[config.mk]
export PLATFORM = sky130hd
export DESIGN_NAME = axb_eval
export DESIGN_NICKNAME = d
export VERILOG_FILES = /design/src/rtl/axb_eval.sv
export SDC_FILE = /design/constraint.sdc
export NUM_CORES = 1
export LEC_CHECK = 0
export ABC_AREA = 0
export CAP_MARGIN = 0
export CORE_ASPECT_RATIO = 1.2
export CORE_MARGIN = 2
export CORE_UTILIZATION = 40
export DETAILED_ROUTE_END_ITERATION = 12
export GPL_TIMING_DRIVEN = 1
export PLACE_DENSITY = 0.65
export SYNTH_ARGS = -nofsm -noshare
export SYNTH_HDL_FRONTEND = slang
export SYNTH_SLANG_ARGS = --single-unit
export TNS_END_PERCENT = 1
[constraint.sdc]
create_clock -name clk -period 2.48 [get_ports clk]
set_input_delay 0.372 -clock clk [delete_from_list [all_inputs] [get_ports clk]]
set_output_delay 0.372 -clock clk [all_outputs]
set_load 0.01 [all_outputs]
[src/rtl/axb_eval.sv]
// Sequential y = a*x + b evaluator: WIDTH-cycle shift-add multiply, one add cycle, one done cycle.
// The phase output is the raw state encoding and feeds the downstream phase decoder/select stage.
module axb_eval #(
  parameter int unsigned WIDTH = 8
) (
  input  logic                 clk,
  input  logic                 rst_n,
  input  logic                 start_i,
  input  logic [WIDTH-1:0]     a_i,
  input  logic [WIDTH-1:0]     x_i,
  input  logic [WIDTH-1:0]     b_i,
  output logic [1:0]           phase_o,
  output logic                 busy_o,
  output logic                 done_o,
  output logic [2*WIDTH:0]     y_o
);

  localparam int unsigned PW = 2 * WIDTH;
  localparam int unsigned YW = 2 * WIDTH + 1;
  localparam int unsigned CW = $clog2(WIDTH + 1);

  typedef enum logic [1:0] {
    S_IDLE = 2'd0,
    S_MUL  = 2'd1,
    S_ADD  = 2'd2,
    S_DONE = 2'd3
  } state_t;

  state_t          state_q, state_d;
  logic [PW-1:0]   acc_q, acc_d;
  logic [PW-1:0]   mcand_q, mcand_d;
  logic [WIDTH-1:0] mplier_q, mplier_d;
  logic [WIDTH-1:0] b_r_q, b_r_d;
  logic [CW-1:0]   cnt_q, cnt_d;
  logic [YW-1:0]   y_q, y_d;

  // State and datapath registers; reset overrides everything including start.
  always_ff @(posedge clk) begin
    if (!rst_n) begin
      state_q  <= S_IDLE;
      acc_q    <= '0;
      mcand_q  <= '0;
      mplier_q <= '0;
      b_r_q    <= '0;
      cnt_q    <= '0;
      y_q      <= '0;
    end else begin
      state_q  <= state_d;
      acc_q    <= acc_d;
      mcand_q  <= mcand_d;
      mplier_q <= mplier_d;
      b_r_q    <= b_r_d;
      cnt_q    <= cnt_d;
      y_q      <= y_d;
    end
  end

  // Next-state and datapath update.
  always_comb begin
    state_d  = state_q;
    acc_d    = acc_q;
    mcand_d  = mcand_q;
    mplier_d = mplier_q;
    b_r_d    = b_r_q;
    cnt_d    = cnt_q;
    y_d      = y_q;
    case (state_q)
      S_IDLE: begin
        if (start_i) begin
          mcand_d  = PW'(a_i);
          mplier_d = x_i;
          b_r_d    = b_i;
          acc_d    = '0;
          cnt_d    = '0;
          state_d  = S_MUL;
        end
      end
      S_MUL: begin
        // Fixed WIDTH iterations regardless of operand values.
        if (mplier_q[0]) begin
          acc_d = acc_q + mcand_q;
        end
        mcand_d  = mcand_q << 1;
        mplier_d = mplier_q >> 1;
        cnt_d    = cnt_q + CW'(1);
        if (cnt_q == CW'(WIDTH - 1)) begin
          state_d = S_ADD;
        end
      end
      S_ADD: begin
        y_d     = YW'(acc_q) + YW'(b_r_q);
        state_d = S_DONE;
      end
      S_DONE: begin
        state_d = S_IDLE;
      end
      default: begin
        state_d = S_IDLE;
      end
    endcase
  end

  assign phase_o = 2'(state_q);
  assign busy_o  = (state_q == S_MUL) || (state_q == S_ADD);
  assign done_o  = (state_q == S_DONE);
  assign y_o     = y_q;

endmodule

==> impl_results.md <==
- Fillcell total: 875
- Via density: roughly 5.2
- Mapped Area: around 4000 um^2
- Synth Net Count: 515
- Netlist cell types: just under 50
- DRC Markers: 0
- Vert. Die Dim: around 110 um
- Share of cells above drive strength 1: 0.0731
- Crit path cell chain: ha_1 -> fa_1 -> a21oi_2 -> o2111ai_2 -> a21o_1 -> a21o_2 -> nand3_1 -> xor2_1 -> a21oi_1
- Main synth FF type: dfxtp_1
- CP max FO: 5
- Initial Utilization: 0.410
- H-tree lvl count: 3
- Maximum vdd ir drop: around 0.45 mV
- Num CTS Buffers: 9
- Layout Area Growth over Synthesis: 24.8%
- Post-CTS sizing: 0
- Crit-path max cell delay: 0.43 ns
- Hold Buf Count CTS: 0
- Post-synthesis register bit count: 71
- Pin count of the biggest net entering global routing: 57
- First-pass detailed-route iteration total: 4
- Fraction of registers with async set or reset after synthesis: 0
- Mean area per synthesized cell: 8.50 um^2
- Combinational share of power: 0.338
- Core ar.: between 9000 and 10000 um^2
- Final setup skew: between 0.01 and 0.015 ns
- Clk_lat worst skew: ~0.33 ns
- GP Congestion: approximately 0.86
- Clock share of power: 0.323
- Die width: ~94 um
- Initial drt markers: between 150 and 200
- Min cycle time layout: 2.30 ns
- Fin. Hold Viols: 0
- Sink Count: 71
- Register area share after synthesis: 0.366
- P per Cell Area: around 940 nW/um^2
- Arrival time at the worst endpoint: roughly 2.5 ns
- HP Class: flip-flop to flip-flop
- Commonest cells after routing, fill and taps aside: 71 x dfxtp_1, 55 x nor2_1, 47 x clkdlybuf4s50_1, 43 x nand2_1, 39 x a21oi_1
- Max-cap viol count: 0
- Hold Crit Start: y_o[7]
- Total wire length: about 8600 um
- Flop pwr share: 0.339
- CP required: 2.67 ns
- Start point of the critical path: acc_q[0]
- Syn Inst Count: 457
- Unrepaired setup endpoints after global routing: no
- Placed inst area: between 4000 and 5000 um^2
- Rows: 39
- Setup crit end kind: flip-flop
- Final setup TNS: 0 ns
- Kind of critical path: flip-flop to flip-flop
- Total track usage: 0.173
- Initial antenna violation count: 0
- Final period utilization: 0.928
- GR Overflow Total: 0
- P_sw: around 0.0015 W
- Global-route wire length before repair: approximately 15000 um
- Run status: complete, no violations
- Routed len/inst: roughly 14 um
- Final instance area: about 4800 um^2
- Clock buffer depth: 2
- Post-CTS Setup Repair Bufs: 0
- I/O pins: between 40 and 50
- Die footprint: roughly 11000 um^2
- Post-detailed-route count of antenna-violating nets: 0
- Root buf cell: clkbuf_16
- Vias in the first global route: just over 3000
- Via Count: between 3000 and 4000
- Final setup fails: 0
- Switching Fraction: 0.332
- Max Slew Vio Count: 0
- Max_slew headroom: 0.694
- Reg clk slew, reported paths: roughly 0.05 ns
- CTS tree: done
- Leakage power figure: roughly 1.9 nW
- Nets: around 560
- Commonest non-fill, non-tap cell in the layout: dfxtp_1
- N_diodes: 0
- Slowest CP cell: fa_1
- Pint: approximately 0.0030 W
- Port-buffer cells: between 40 and 50
- YS warnings: 0
- F_max: approximately 0.43 GHz
- Hold Slack: between 0.4 and 0.5 ns
- Post-synth EDFFs: 0
- Placed wire-length estimate: 6230 um
- Origin of the critical flop-to-flop path: acc_q[0]
- Setup crit start kind: flip-flop
- Worst-margin pin slew: 0.455 ns
- Final Util: 0.512
power groups by stage:
stage          registers [W]  clock network, W  logic (W)
2_1_floorplan        0.00154                 0    0.00105
3_3_place_gp         0.00156                 0    0.00152
3_5_place_dp         0.00157                 0    0.00154
4_1_cts              0.00154           0.00151    0.00156
5_1_grt              0.00157           0.00157    0.00173
6_report             0.00154           0.00147    0.00154
worst max-delay path, delay by kind of cell (launching register included):
kind | cells | cell delay, ns
fa+ha+maj | 2 | 0.67
flops | 1 | 0.33
compound gates | 5 | 0.91
xor+xnor | 1 | 0.16
simple gates | 1 | 0.10
path summary, 6_finish.rpt:
path / to / slack (ns) / cells past startpoint
worst max-delay path: y_o[10] / 0.18 / 9
worst min-delay path: y_o[7] / 0.46 / 2
worst max register to register: y_o[10] / 0.18 / 9
worst min register to register: y_o[7] / 0.46 / 2
cell families after synthesis:
group / count (synthesis) / share of synthesized area
simple gates: 142 / 0.165
buf+inv: 38 / 0.0409
fa+ha+maj: 31 / 0.104
xor+xnor: 24 / 0.0541
compound gates: 129 / 0.213
flops: 71 / 0.366
mux: 22 / 0.0567
cell usage after synthesis (2+ instances only):
cell / instances / area share
dfxtp_1: 71 / 0.37
nor2_1: 55 / 0.053
nand2_1: 43 / 0.042
a21oi_1: 40 / 0.052
ha_1: 29 / 0.093
o21ai_0: 24 / 0.031
mux2i_1: 22 / 0.057
a211oi_1: 18 / 0.035
a22oi_1: 18 / 0.035
clkbuf_1: 14 / 0.014
xnor2_1: 14 / 0.032
inv_1: 13 / 0.013
nand3_1: 11 / 0.014
xor2_1: 10 / 0.023
a21o_1: 9 / 0.017
and3_1: 6 / 0.0097
buf_2: 6 / 0.0077
and2_1: 5 / 0.0081
nand4_1: 5 / 0.0081
nor2b_1: 5 / 0.0081
buf_1: 3 / 0.0029
a31oi_1: 2 / 0.0032
fa_1: 2 / 0.010
nand2b_1: 2 / 0.0032
nor3_1: 2 / 0.0026
o21a_1: 2 / 0.0039
o21ai_2: 2 / 0.0045
o21bai_1: 2 / 0.0039
o31a_1: 2 / 0.0045
flip-flops by register name (all words and copies together), names as in the netlist:
name and count:
acc_q 16, b_r_q 8, cnt_q 4, mcand_q 16, mplier_q 8, phase_o 2, y_o 17
layer usage:
layer  wire length (um)  GRT usage  vias up
li1                   -          -     1709
met2               4100      0.278       69
met3                412     0.0419       10
met5                  0          0        -
met4                103     0.0870        0
met1               4020      0.213     1498
metrics by stage:
| stage | worst slack (ns) | std cells | total power [W] |
|---|---|---|---|
| 2_1_floorplan | 0.349 | 457 | 0.00259 |
| 5_1_grt | 0.0496 | 629 | 0.00487 |
| 4_1_cts | 0.162 | 629 | 0.00461 |
| 3_5_place_dp | 0.170 | 613 | 0.00311 |
| 6_report | 0.179 | 629 | 0.00456 |
| 3_3_place_gp | 0.196 | 613 | 0.00307 |
final cells by class:
cell class	count	area (um^2)	share of cell area
Clock buffer	10	239	0.0493
Clock inverter	6	108	0.0222
Inverter	13	48.8	0.0101
Multi-Input combinational cell	348	2310	0.477
Sequential cell	71	1420	0.293
Tap cell	123	154	0.0318
Timing Repair Buffer	58	566	0.117
Note: power is estimated with default switching activity, not from simulation.
